**src/rtl/cp0_pkg.sv**
```systemverilog
// Shared CP0 definitions: register indices, ExcCodes, exception-vector bit
// positions (also used by decode and the EX overflow stage) and field positions.
package cp0_pkg;

    localparam logic [4:0] CP0_BADVADDR = 5'd8;
    localparam logic [4:0] CP0_COUNT    = 5'd9;
    localparam logic [4:0] CP0_COMPARE  = 5'd11;
    localparam logic [4:0] CP0_STATUS   = 5'd12;
    localparam logic [4:0] CP0_CAUSE    = 5'd13;
    localparam logic [4:0] CP0_EPC      = 5'd14;

    localparam logic [4:0] EXC_INT  = 5'd0;
    localparam logic [4:0] EXC_ADEL = 5'd4;
    localparam logic [4:0] EXC_ADES = 5'd5;
    localparam logic [4:0] EXC_SYS  = 5'd8;
    localparam logic [4:0] EXC_BP   = 5'd9;
    localparam logic [4:0] EXC_RI   = 5'd10;
    localparam logic [4:0] EXC_OV   = 5'd12;

    localparam int EXV_FETCH_ADEL = 0;
    localparam int EXV_RI         = 1;
    localparam int EXV_SYS        = 2;
    localparam int EXV_BP         = 3;
    localparam int EXV_ERET       = 4;
    localparam int EXV_OV         = 5;
    localparam int EXV_LOAD_ADEL  = 6;
    localparam int EXV_STORE_ADES = 7;
    localparam int EXV_RSVD       = 8;
    localparam int EXV_WIDTH      = 9;

    localparam int STATUS_IE    = 0;
    localparam int STATUS_EXL   = 1;
    localparam int STATUS_IM_LO = 8;
    localparam int STATUS_BEV   = 22;
    localparam int CAUSE_EXC_LO = 2;
    localparam int CAUSE_IP_LO  = 8;
    localparam int CAUSE_TI     = 30;
    localparam int CAUSE_BD     = 31;

endpackage

```
**src/rtl/exc_priority_enc.sv**
```systemverilog
// Combinational exception prioritiser for the MEM slot: picks at most one
// exception (interrupt first) and reports an ERET only when nothing else fires.
module exc_priority_enc
    import cp0_pkg::*;
(
    input  logic                 in_valid,
    input  logic [EXV_WIDTH-1:0] in_except,
    input  logic                 int_pending,
    output logic                 take,
    output logic                 eret,
    output logic [4:0]           exc_code,
    output logic                 use_data_addr
);

    logic unused_rsvd;
    assign unused_rsvd = in_except[EXV_RSVD];

    always_comb begin
        take          = 1'b0;
        eret          = 1'b0;
        exc_code      = EXC_INT;
        use_data_addr = 1'b0;
        if (in_valid) begin
            take = 1'b1;
            if (int_pending)                      exc_code = EXC_INT;
            else if (in_except[EXV_FETCH_ADEL])   exc_code = EXC_ADEL;
            else if (in_except[EXV_RI])           exc_code = EXC_RI;
            else if (in_except[EXV_SYS])          exc_code = EXC_SYS;
            else if (in_except[EXV_BP])           exc_code = EXC_BP;
            else if (in_except[EXV_OV])           exc_code = EXC_OV;
            else if (in_except[EXV_LOAD_ADEL]) begin
                exc_code      = EXC_ADEL;
                use_data_addr = 1'b1;
            end else if (in_except[EXV_STORE_ADES]) begin
                exc_code      = EXC_ADES;
                use_data_addr = 1'b1;
            end else begin
                take = 1'b0;
                eret = in_except[EXV_ERET];
            end
        end
    end

endmodule

```
**src/rtl/mem_exception_cp0.sv**
```systemverilog
// MEM-stage exception commit plus CP0 register file (BadVAddr/Count/Compare/
// Status/Cause/EPC). Optional timer enabled by defining CP0_TIMER_EN.
module mem_exception_cp0
    import cp0_pkg::*;
#(
    parameter logic [31:0] EXC_VECTOR = 32'hBFC0_0380
) (
    input  logic                 clk,
    input  logic                 rst,
    input  logic                 in_valid,
    input  logic [EXV_WIDTH-1:0] in_except,
    input  logic [31:0]          in_pc,
    input  logic                 in_delay_slot,
    input  logic [31:0]          in_bad_vaddr,
    input  logic [5:0]           hw_int,
    input  logic                 mtc0_we,
    input  logic [4:0]           cp0_waddr,
    input  logic [31:0]          cp0_wdata,
    input  logic [4:0]           cp0_raddr,
    output logic [31:0]          cp0_rdata,
    output logic                 flush,
    output logic [31:0]          redirect_pc,
    output logic [31:0]          epc_o,
    output logic [31:0]          status_o,
    output logic [31:0]          cause_o
);

    logic [7:0]  status_im_reg;
    logic        status_exl_reg;
    logic        status_ie_reg;
    logic        cause_bd_reg;
    logic [1:0]  cause_ip_sw_reg;
    logic [5:0]  hw_int_reg;
    logic [4:0]  cause_exc_reg;
    logic [31:0] epc_reg;
    logic [31:0] badvaddr_reg;

    logic        ti_bit;
    logic [31:0] count_rd;
    logic [31:0] compare_rd;
    logic [7:0]  cause_ip;
    logic        int_pending;
    logic        enc_take;
    logic        enc_eret;
    logic [4:0]  exc_code;
    logic        use_data_addr;
    logic        take;
    logic        eret;
    logic        mtc0_ok;

    assign cause_ip    = {hw_int_reg[5] | ti_bit, hw_int_reg[4:0], cause_ip_sw_reg};
    assign int_pending = status_ie_reg & ~status_exl_reg & (|(cause_ip & status_im_reg));

    exc_priority_enc u_enc (
        .in_valid      (in_valid),
        .in_except     (in_except),
        .int_pending   (int_pending),
        .take          (enc_take),
        .eret          (enc_eret),
        .exc_code      (exc_code),
        .use_data_addr (use_data_addr)
    );

    // Reset kills the in-flight exception/ERET immediately, not at the next edge.
    assign take        = enc_take & ~rst;
    assign eret        = enc_eret & ~rst;
    assign mtc0_ok     = mtc0_we & ~take & ~eret;
    assign flush       = take | eret;
    assign redirect_pc = take ? EXC_VECTOR : (eret ? epc_reg : 32'd0);

    always_ff @(posedge clk or posedge rst) begin
        if (rst) begin
            status_im_reg   <= '0;
            status_exl_reg  <= 1'b0;
            status_ie_reg   <= 1'b0;
            cause_bd_reg    <= 1'b0;
            cause_ip_sw_reg <= '0;
            hw_int_reg      <= '0;
            cause_exc_reg   <= '0;
            epc_reg         <= '0;
            badvaddr_reg    <= '0;
        end else begin
            hw_int_reg <= hw_int;
            if (take) begin
                status_exl_reg <= 1'b1;
                cause_exc_reg  <= exc_code;
                // Nested exception keeps the original return point.
                if (!status_exl_reg) begin
                    epc_reg      <= in_delay_slot ? in_pc - 32'd4 : in_pc;
                    cause_bd_reg <= in_delay_slot;
                end
                if (exc_code == EXC_ADEL || exc_code == EXC_ADES)
                    badvaddr_reg <= use_data_addr ? in_bad_vaddr : in_pc;
            end else if (eret) begin
                status_exl_reg <= 1'b0;
            end else if (mtc0_ok) begin
                case (cp0_waddr)
                    CP0_STATUS: begin
                        status_im_reg  <= cp0_wdata[STATUS_IM_LO +: 8];
                        status_exl_reg <= cp0_wdata[STATUS_EXL];
                        status_ie_reg  <= cp0_wdata[STATUS_IE];
                    end
                    CP0_CAUSE: cause_ip_sw_reg <= cp0_wdata[CAUSE_IP_LO +: 2];
                    CP0_EPC:   epc_reg         <= cp0_wdata;
                    default: ;
                endcase
            end
        end
    end

`ifdef CP0_TIMER_EN
    logic [31:0] count_reg;
    logic [31:0] compare_reg;
    logic        cause_ti_reg;
    logic        toggle_reg;
    logic        count_wr;
    logic        compare_wr;

    assign count_wr   = mtc0_ok && cp0_waddr == CP0_COUNT;
    assign compare_wr = mtc0_ok && cp0_waddr == CP0_COMPARE;

    always_ff @(posedge clk or posedge rst) begin
        if (rst) begin
            count_reg    <= '0;
            compare_reg  <= '0;
            cause_ti_reg <= 1'b0;
            toggle_reg   <= 1'b0;
        end else begin
            toggle_reg <= ~toggle_reg;
            if (count_wr)        count_reg <= cp0_wdata;
            else if (toggle_reg) count_reg <= count_reg + 32'd1;
            if (compare_wr) begin
                compare_reg  <= cp0_wdata;
                cause_ti_reg <= 1'b0;
            end else if (toggle_reg && !count_wr && (count_reg + 32'd1) == compare_reg) begin
                cause_ti_reg <= 1'b1;
            end
        end
    end

    assign ti_bit     = cause_ti_reg;
    assign count_rd   = count_reg;
    assign compare_rd = compare_reg;
`else
    assign ti_bit     = 1'b0;
    assign count_rd   = 32'd0;
    assign compare_rd = 32'd0;
`endif

    always_comb begin
        status_o                          = '0;
        status_o[STATUS_BEV]              = 1'b1;
        status_o[STATUS_IM_LO +: 8]       = status_im_reg;
        status_o[STATUS_EXL]              = status_exl_reg;
        status_o[STATUS_IE]               = status_ie_reg;
        cause_o                           = '0;
        cause_o[CAUSE_BD]                 = cause_bd_reg;
        cause_o[CAUSE_TI]                 = ti_bit;
        cause_o[CAUSE_IP_LO +: 8]         = cause_ip;
        cause_o[CAUSE_EXC_LO +: 5]        = cause_exc_reg;
    end

    assign epc_o = epc_reg;

    always_comb begin
        cp0_rdata = 32'd0;
        case (cp0_raddr)
            CP0_BADVADDR: cp0_rdata = badvaddr_reg;
            CP0_COUNT:    cp0_rdata = count_rd;
            CP0_COMPARE:  cp0_rdata = compare_rd;
            CP0_STATUS:   cp0_rdata = status_o;
            CP0_CAUSE:    cp0_rdata = cause_o;
            CP0_EPC:      cp0_rdata = epc_reg;
            default:      cp0_rdata = 32'd0;
        endcase
    end

endmodule

```
**config.mk**
```make
export PLATFORM = sky130hd
export DESIGN_NAME = mem_exception_cp0
export DESIGN_NICKNAME = d
export VERILOG_FILES = /design/src/rtl/cp0_pkg.sv /design/src/rtl/exc_priority_enc.sv /design/src/rtl/mem_exception_cp0.sv
export SDC_FILE = /design/constraint.sdc
export NUM_CORES = 1
export LEC_CHECK = 0
export BUFFER_PORTS_ARGS = -buffer_cell sky130_fd_sc_hd__buf_4
export CORE_AREA = 2 2 110 112
export DETAILED_ROUTE_END_ITERATION = 7
export DIE_AREA = 0 0 112 114
export GPL_ROUTABILITY_DRIVEN = 0
export HOLD_SLACK_MARGIN = 0.05
export PLACE_DENSITY = 0.86
export SLEW_MARGIN = 20
export SYNTH_ARGS = -nofsm -noshare
export SYNTH_HDL_FRONTEND = slang
export SYNTH_SLANG_ARGS = --single-unit
export TNS_END_PERCENT = 100
```
**constraint.sdc**
```tcl
create_clock -name clk -period 4.3 [get_ports clk]
set_clock_uncertainty 0.2 [all_clocks]
set_input_delay 0 -clock clk [delete_from_list [all_inputs] [get_ports clk]]
set_output_delay 0 -clock clk [all_outputs]
set_load 0.01 [all_outputs]
```
Word-level counts from Yosys, hierarchy flattened. Cells that the tools add are included.

Memories: 0. Output and inout port bits: 161. Memory bits (writable): 0. ROM bits: 0. Latch bits: 0. Input port bits: 126. Flip-flop bits (word level): 88. Word-level logic and storage cells: 93.

Shift operators: 0. Reductions and logical operators: 12. Bitwise gates (word level): 12. Multiply operators: 0. Add/sub/neg operators: 1. Divide/modulo/power cells: 0. $lt $le $gt $ge: 0. Mux-type cells: 48. Eq/ne operators: 11.

Operators by type and width (number): $mux W32 (9); $pmux W32 S4 (1); $mux W5 (8); $eq A5 B4 Y1 const B (7); $sub A32 B3 Y32 const B (1); $mux W1 (29); $reduce_and A4 Y1 (3); $eq A5 B3 Y1 const B (2); $and A8 B8 Y8 (1); $reduce_or A8 Y1 (1); $and A1 B1 Y1 (6); $reduce_and A2 Y1 (3); $reduce_bool A3 Y1 (2); $ne A2 B2 Y1 const B (2); $not A1 Y1 (4); $reduce_bool A2 Y1 (2); $mux W3 (1); $logic_or A1 B1 Y1 (1); $or A1 B1 Y1 (1).

Longest topological paths before layout. Gate-level depths: netlist (run 1).

Word-level depth: 16. Depth in mapped cells: 8. Mapped depth without buffers: 6.

Modules after synthesis. Synthesis (run 1) repeated with hierarchy kept, for this count alone.

Cell total of the unflattened synthesis: 632. Area, all modules: 5562.8 um^2.

Modules (own cells, without submodules): mem_exception_cp0 (area each 5439.0 um^2, cells each 612, seq. area each 2202.1 um^2, instances 1); exc_priority_enc (area each 123.9 um^2, cells each 20, seq. area each 0.0 um^2, instances 1).

Worst setup path before layout (run 1). OpenSTA, ideal clock, no wires.

Kind: flip-flop to flip-flop. Start: register status_im_reg[3]. End: register badvaddr_reg[0]. Cell stages (with the launch flop): 7. Slack: 2.167 ns. Data arrival time: 1.806 ns. Cells stage by stage: dfrtp_1 > a22o_1 > a221oi_2 > a21o_1 > nand3_1 > clkbuf_1 > mux2_1.

Cells in the longest elaborated chain, start to end: 8. Elaborated cells between the ends (all ways): 15.

Ends and longest elaborated chain: from (decl) (line mem_exception_cp0.sv:28) `logic [7:0] status_im_reg;`; from (signal assigned) (line mem_exception_cp0.sv:99) `status_im_reg <= cp0_wdata[STATUS_IM_LO +: 8];`; $and A8 B8 Y8 (*) (line mem_exception_cp0.sv:52) `assign int_pending = status_ie_reg & ~status_exl_reg & (|(cause_ip & status_im_reg));`; $reduce_or A8 Y1 (*) (line mem_exception_cp0.sv:52); $and A1 B1 Y1 (*) (line mem_exception_cp0.sv:52); $mux W5 (line exc_priority_enc.sv:25) `if (int_pending) exc_code = EXC_INT;`; $mux W5 (line exc_priority_enc.sv:23) `if (in_valid) begin`; $eq A5 B3 Y1 (line mem_exception_cp0.sv:92) `if (exc_code == EXC_ADEL || exc_code == EXC_ADES)`; $logic_or A1 B1 Y1 (line mem_exception_cp0.sv:92); $reduce_and A2 Y1 (no source line); to (signal assigned) (line mem_exception_cp0.sv:93) `badvaddr_reg <= use_data_addr ? in_bad_vaddr : in_pc;`; to (decl) (line mem_exception_cp0.sv:36) `logic [31:0] badvaddr_reg;`.

Mark *: on every way between the ends. The rest lies on a longest branch, timed or not. A chain may end at the register's enable or synchronous reset.

Worst setup path in the final report (run 1).
Start: input port in_except[2]. End: register badvaddr_reg[3].

Cells in the longest elaborated chain, start to end: 8. Elaborated cells between the ends (all ways): 21.

Ends and longest elaborated chain: from (decl) (line mem_exception_cp0.sv:11) `input logic [EXV_WIDTH-1:0] in_except,`; $mux W5 (line exc_priority_enc.sv:28) `else if (in_except[EXV_SYS]) exc_code = EXC_SYS;`; $mux W5 (line exc_priority_enc.sv:27) `else if (in_except[EXV_RI]) exc_code = EXC_RI;`; $mux W5 (line exc_priority_enc.sv:26) `else if (in_except[EXV_FETCH_ADEL]) exc_code = EXC_ADEL;`; $mux W5 (line exc_priority_enc.sv:25); $mux W5 (line exc_priority_enc.sv:23); $eq A5 B3 Y1 (line mem_exception_cp0.sv:92); $logic_or A1 B1 Y1 (line mem_exception_cp0.sv:92); $reduce_and A2 Y1 (no source line).

Several ways; a longest one is shown, not always the timed one.

==> results of run 1 <==
-- power by group through the flow --
| stage | clock network (mW) | logic (mW) | registers, mW |
|---|---|---|---|
| after global placement | 0 | 0.775 | 1.19 |
| after detailed placement | 0 | 0.798 | 1.20 |
| final | 0.829 | 1.04 | 1.21 |
| after CTS | 0.819 | 0.990 | 1.19 |
| after global routing | 0.858 | 1.10 | 1.23 |
| after floorplan | 0 | 0.381 | 1.19 |
-- how the worst min path moves through the flow --
stage                         start             to  slack (ns)  depth (start not counted)
after global routing      hw_int[4]  hw_int_reg[4]        0.11                          2
after CTS                 hw_int[4]  hw_int_reg[4]        0.10                          2
after floorplan           hw_int[0]  hw_int_reg[0]       -0.17                          0
after global placement    hw_int[4]  hw_int_reg[4]       -0.09                          1
final                      in_pc[6]       epc_o[8]        0.10                          5
after detailed placement  hw_int[3]  hw_int_reg[3]       -0.09                          1
-- Yosys cell counts, drive strengths merged, types with 6 or more instances --
master / count / area share, %
and2: 21 / 2.3
xnor2: 21 / 3.2
nor3: 16 / 1.5
nand3: 10 / 0.96
a21oi: 6 / 0.53
nand2: 22 / 1.5
buf: 57 / 7.3
o22ai: 26 / 2.8
xor2: 7 / 1.1
or4: 9 / 1.3
nor2: 25 / 1.6
dfrtp: 87 / 38
mux2: 76 / 15
inv: 10 / 0.66
a22oi: 41 / 5.5
nor4: 12 / 1.9
a21o: 14 / 1.8
a22o: 18 / 2.8
clkbuf: 20 / 1.3
-- kinds of logic after synthesis --
logic type	count (synthesis)
AO/OA/AOI/OAI	136
XOR/XNOR	28
adder cells (fa/ha/maj)	1
buffers and inverters	87
flip-flops	87
multiplexers	79
other	2
AND/OR/NAND/NOR	136
-- metrics by stage --
step | area (sq um) | total power, mW | std cells
floorplan | 5857 | 1.572 | 595
global placement | 7461 | 1.969 | 915
detailed placement | 7461 | 2.002 | 915
CTS | 9251 | 3.003 | 1079
global route | 9264 | 3.186 | 1079
finish | 9264 | 3.077 | 1079
-- worst reg2reg max path: cells and delay by family (launching register included) --
kind,cells,cell delay (ns)
DFF,1,0.42
buffers and inverters,3,1.58
AOI/OAI and AO/OA,5,1.10
-- layer usage --
metal / global-route usage [%] / part of all wire, % / up-vias
met3: 8.023 / 10 / 170
li1: - / - / 2739
met5: 0 / 0 / -
met1: 42.39 / 34 / 3126
met4: 25.12 / 7.4 / 0
met2: 62.06 / 48 / 588
-- final cells by class --
cell class / instances / area share, %
clock inverters: 5 / 0.6078
repair buffers: 398 / 36.25
multi-input cells: 421 / 34.51
clock buffers: 11 / 2.728
well taps: 147 / 1.985
flip-flops and latches: 87 / 23.50
inverters: 10 / 0.4187
-- placed cells by master (no fill, tap or decap), types with 5 or more instances in the layout --
cell,synthesis,layout
buf_4,46,250
dlygate4sd3_1,0,148
dfrtp_1,87,87
conb_1,2,41
a22oi_1,40,40
mux2_2,39,39
mux2_1,37,37
o22ai_1,26,26
nor2_1,25,22
xnor2_1,21,21
and2_1,20,20
nand2_1,21,19
a22o_1,18,18
nor3_1,15,14
a21o_1,14,14
inv_1,10,9
clkbuf_16,0,9
nand3_1,9,8
xor2_1,7,7
or4_1,7,7
nor4_1,8,7
a21oi_1,6,6
nand2b_1,5,5
a222oi_1,5,5
-- what timing repair did --
item | in CTS | in global routing
endpoints found under the hold margin | 130 | 0
setup endpoints to repair | 0 | 0
hold buffers | 148 | 0
resized for setup | 0 | 0
buffers inserted | 0 | 0
==> impl_results.md, run 1 <==
- Outcome: finished clean
- Max Fanout on Critical Path: 32
- Crit-path slowest cell: nor2_4
- Synth warn: 0
- Post-Route Utilization: 79.10%
- Root buffer cell: clkbuf_16
- Simple-gate share of the synthesized area: 14.22%
- Number of buffers created by CTS: 9
- IO buf count: 244
- Max H-tree Level: 3
- Chip height: 114 microns
- Max_cap viols: 0
- Critical path cell sequence: dlygate4sd3_1, buf_4, nor4_1, o21ai_1, nor2_4, mux2_1, dlygate4sd3_1, mux2_1
- Critical Path RT: 4.32 ns
- Critical path startpoint category: input port
- Worst Max-Slew Pin Slew: 1.193 ns
- DRT Wirelength: 24.28 mm
- Final hold viol count: 0
- Cell Pwr Density: 332.1 nW/um^2
- Nets: 1054
- Clock share of power: 27.0%
- Worst R2R End: epc_o[1]
- Vias per cell: 6.138
- Min cycle time layout: 3.710 ns
- CTS Sinks: 87
- Post-DP HPWL: 14.22 mm
- GRT Total Usage: 36.91%
- Synth async-reset ratio: 100.0%
- CTS tree: built
- CP top delay family: simple AND/OR/NAND/NOR gates
- Area grow syn2layout: 62.23%
- Crit path capture: badvaddr_reg[3]
- First-pass GRT wire length: 36.76 mm
- Reg2Reg Launch Point: status_im_reg[5]
- Largest stage delay on the critical path: 0.88 ns
- Fill cells: 696
- Fmax: 269.6 MHz
- Sw Ratio: 32.39%
- Die W: 112 microns
- Synth Flop Type: dfrtp_1
- Pre-CTS WS: 1.325 ns
- Internal: 2.080 mW
- Sw power: 0.9965 mW
- Critical path endpoint category: flip-flop
- XOR/XNOR Fraction of Synth Area: 4.294%
- Vias in the first global route: 6846
- Flop pwr share: 39.4%
- Routed len/inst: 22.50 microns
- Worst hold path type: in -> reg
- Area occupied by multi-input gates: 3197 sq um
- Worst-path clk slew: 0.07 ns
- WP buf/inv: 3
- Synth Instances: 556
- Seq cells post-synth: 87
- Initial DRT Pass Iterations: 7
- Reg2reg path depth: 8
- Detailed-route DRC error count: 0
- Sequential-to-total area share from yosys stat: 38.12%
- Critical Path Stages: 8
- Bufs on Longest Clock Path: 2
- Setup Total Neg Slack: 0 ns
- Worst vdd ir: 0.0002284 V
- Initial core utilization: 48.76%
- Setup Viol. Count Final: 0
- EDFF count, synth: 0
- Final worst slack: 0.5904 ns
- FF-to-FF setup slack: 0.93 ns
- RSZ-0062 raised after global routing: no
- Main combinational cell family by area after synthesis: compound AO/OA/AOI/OAI gates
- Vias: 6623
- I/O pin total: 287
- Largest net degree at the start of global routing: 45
- Slew margin rel.: 20.32%
- Fin crit share: 86.27%
- Routed Antenna Nets: 0
- # diodes: 0
- Final count of pins violating max slew: 0
- CP arrival: 3.73 ns
- Syn avg cell area: 10.27 sq um
- FF/Latch Area: 2177 sq um
- DRT iter0 DRCs: 624
- Skew-Pair Late Insertion Delay: 0.34 ns
- Synthesized area: 5710 sq um
- Multiplexer share of the synthesized area: 15.51%
- Die area: 12770 sq um
- Combinational share of power: 33.7%
- Initial antenna violation count: 0
- Core area: 11710 sq um
- Synth Area in Compound Gates: 18.27%
- Worst hold slack: 0.1044 ns
- Adder-Cell Fraction of Synth Area: 0.2191%
- Overflow after GRT: 0
- Leak Pwr: 4.273 nW
- Synth cell types: 64
- Crit Path Category: in -> reg
- Core Rows: 40
- Fraction of layout cells with a size suffix above 1: 36.16%
- Crit path launch: in_except[2]
No activity file was read; power rests on OpenSTA's default activity.
==> inputs of run 2 (changes only) <==
CORE_AREA = not set   (was 2 2 110 112)
CORE_MARGIN = 4   (was not set)
CORE_UTILIZATION = 50   (was not set)
DIE_AREA = not set   (was 0 0 112 114)
PLACE_DENSITY = 0.87   (was 0.86)
SYNTH_HIERARCHICAL = 1   (was not set)
==> impl_results.md, run 2 <==
- Top-count cell post-synth: dfrtp_1
- Max H-tree Level: 3 (unchanged)
- Initial antenna violation count: 2 (+2)
- Max Fanout on Critical Path: 18 (-44%)
- Met2 wire len: 12.70 mm (+8.4%)
- Vias per cell: 5.914 (-3.7%)
- Area contributors post-synth: dfrtp_1 40%, mux2i_1 6.3%, buf_4 5.9%
- Root buffer cell: clkbuf_8
- I/O pin total: 287 (unchanged)
- Slew margin rel.: 22.00% (+1.7 points)
- Fmax: 252.6 MHz (-6.3%)
- Highest metal used: met4
- Synth area leader: dfrtp_1
- Setup Total Neg Slack: 0 ns (unchanged)
- Synth Instances: 632 (+14%)
- Sw Ratio: 35.57% (+3.2 points)
- Multiplexer share of the synthesized area: 8.525% (-7.0 points)
- Skew-Pair Late Insertion Delay: 0.36 ns (+0.02 ns)
- DRT iter0 DRCs: 748 (+20%)
- Area grow syn2layout: 65.79%
- Synth warn: 6 (+6)
- Synth cell types: 58 (-9.4%)
- Detailed-route DRC error count: 0 (unchanged)
- CP arrival: 4.06 ns (+0.33 ns)
- Post-CTS setup buffers: 0 (unchanged)
- WP buf/inv: 3 (unchanged)
- DRT Wirelength: 25.20 mm (+3.8%)
- Fin crit share: 92.06% (+5.8 points)
- CTS tree: built
- Internal: 1.794 mW (-14%)
- Initial core utilization: 51.09% (+2.3 points)
- Simple-gate share of the synthesized area: 20.72% (+6.5 points)
- CTS Sinks: 88 (+1.1%)
- # placed instances: 992 (+8.4%)
- Synth async-reset ratio: 100.0% (unchanged)
- Setup Viol. Count Final: 0 (unchanged)
- Bufs on Longest Clock Path: 2 (unchanged)
- XOR/XNOR Fraction of Synth Area: 4.251% (-0.043 points)
- Commonest non-fill, non-tap cells in the layout: 261 x buf_4, 158 x dlygate4sd3_1, 88 x dfrtp_1
- Worst hold path type: in -> reg
- Core area: 10890 sq um (-7.0%)
- GRT Total Usage: 37.46% (+0.55 points)
- Synth top area share: 39.59% (+1.5 points)
- Max_cap viols: 0 (unchanged)
- WL met3: 2.753 mm (+8.9%)
- Vias in the first global route: 7082 (+3.4%)
- Fraction of layout cells with a size suffix above 1: 30.41% (-5.7 points)
- Flop pwr share: 44.3% (+4.9 points)
- EDFF count, synth: 0 (unchanged)
- Crit Path Category: reg -> reg
- Number of buffers created by CTS: 9 (unchanged)
- Top cells by count, synth: 88 x dfrtp_1, 77 x nand2_1, 54 x nor2_1, 44 x buf_4, 35 x mux2i_1
- Die W: 113.5 microns (+1.3%)
- RSZ-0062 raised after global routing: no
- Critical path cell sequence: a22o_1, a221oi_1, a311oi_2, nor2_1, a31oi_1, nor2b_2, buf_4, nand2_1, dlygate4sd3_1, a31oi_1, dlygate4sd3_1
- Post-DP HPWL: 14.72 mm (+3.5%)
- Synth Flop Type: dfrtp_1
- Combinational share of power: 36.2% (+2.5 points)
- Worst Max-Slew Pin Slew: 1.164 ns (-0.02898 ns)
- Clock share of power: 19.4% (-7.6 points)
- Commonest non-fill, non-tap cell in the layout: buf_4
- Largest stage delay on the critical path: 0.57 ns (-0.31 ns)
- Vias: 6907 (+4.3%)
- Seq cells post-synth: 88 (+1.1%)
- Overflow after GRT: 0 (unchanged)
- Adder-Cell Fraction of Synth Area: 0.2249% (+0.0058 points)
- Sw power: 0.9905 mW (-0.60%)
- Initial DRT Pass Iterations: 7 (unchanged)
- Worst-path clk slew: 0.10 ns (+0.03 ns)
- Synth Area in Compound Gates: 16.98% (-1.3 points)
- Min cycle time layout: 3.959 ns (+0.2489 ns)
- Syn avg cell area: 8.802 sq um (-14%)
- Nets: 1148 (+8.9%)
- Synthesized area: 5563 sq um (-2.6%)
- Die area: 12880 sq um (+0.86%)
- Final non-filler cell total: 1168 (+8.2%)
- Routed len/inst: 21.58 microns (-4.1%)
- First-pass GRT wire length: 38.00 mm (+3.4%)
- Worst vdd ir: 0.0002467 V (+8.0%)
- Outcome: finished clean
- Critical path endpoint category: flip-flop
- Leak Pwr: 4.385 nW (+2.6%)
- Cell Pwr Density: 301.9 nW/um^2 (-9.1%)
- Critical path startpoint category: flip-flop
- Final count of pins violating max slew: 0 (unchanged)
- Met1 WL: 8.600 mm (+4.2%)
- Critical Path RT: 4.40 ns (+0.08 ns)
- Sequential-to-total area share from yosys stat: 39.59% (+1.5 points)
- Final hold viol count: 0 (unchanged)
- Crit-path slowest cell: dlygate4sd3_1
- Routed Antenna Nets: 0 (unchanged)
- Core Rows: 38 (-5.0%)
- Largest net degree at the start of global routing: 58 (+29%)
- Main combinational cell family by area after synthesis: simple AND/OR/NAND/NOR gates
- IO buf count: 245 (+0.41%)
- Chip height: 113.5 microns (-0.46%)
- CP top delay family: buffers and inverters
run 2: worst paths after layout:
check	slack [ns]	start	cells past startpoint	to
worst max-delay path	0.34	status_im_reg[3]	11	epc_o[1]
worst min-delay path	0.09	hw_int[5]	2	hw_int_reg[5]
worst max register to register	0.34	status_im_reg[3]	11	epc_o[1]
worst min register to register	0.30	badvaddr_reg[19]	2	badvaddr_reg[19]
max in group asynchronous	2.81	rst	4	hw_int_reg[4]
min in group asynchronous	0.18	rst	3	epc_o[4]
run 2: layout make-up:
| cell class | instances | area (sq um) |
|---|---|---|
| timing repair buffer | 420 | 3561 |
| multi-input combinational | 486 | 3044 |
| sequential | 88 | 2202 |
| fill | 558 | 1665 |
| tap | 140 | 175.2 |
| clock buffer | 10 | 127.6 |
| inverter | 16 | 62.56 |
| clock inverter | 6 | 45.04 |
| antenna | 2 | 5.005 |
run 2: per-stage QoR:
stage / instance area (sq um) / utilization [%] / setup slack [ns] / power (mW) / hold WS, ns
2_1_floorplan: 5705 / - / 1.260 / 1.557 / -0.1686
6_report: 9223 / 84.70 / 0.3414 / 2.784 / 0.09404
5_1_grt: 9223 / 84.70 / 0.1687 / 2.904 / 0.08517
4_1_cts: 9198 / 84.47 / 0.2542 / 2.699 / 0.07747
3_3_place_gp: 7443 / 68.36 / 0.8860 / 1.961 / -0.09110
3_5_place_dp: 7443 / 68.36 / 0.8339 / 1.990 / -0.08943
run 2: cell families after synthesis:
logic type | after synthesis
compound gates | 146
xor+xnor | 27
fa+ha+maj | 1
buf+inv | 96
flops | 88
mux | 46
other cells | 3
simple gates | 225
run 2: repair_timing:
item                       4_1_cts  5_1_grt
setup endpoints to repair        0       16
hold buffers                   158        0
gates resized for setup          0        1
hold endpoints to repair       143        0
run 2: power by group through the flow:
stage | Combinational (mW) | Clock [mW] | Sequential (mW)
4_1_cts | 0.954 | 0.532 | 1.21
5_1_grt | 1.08 | 0.567 | 1.26
3_5_place_dp | 0.760 | 0 | 1.23
6_report | 1.01 | 0.541 | 1.23
2_1_floorplan | 0.328 | 0 | 1.23
3_3_place_gp | 0.738 | 0 | 1.22
run 2: routing by layer:
| metal | GRT usage, % | vias up |
|---|---|---|
| li1 | - | 2929 |
| met1 | 41.70 | 3304 |
| met2 | 66.23 | 546 |
| met3 | 9.284 | 128 |
| met4 | 18.99 | 0 |
| met5 | 0 | - |
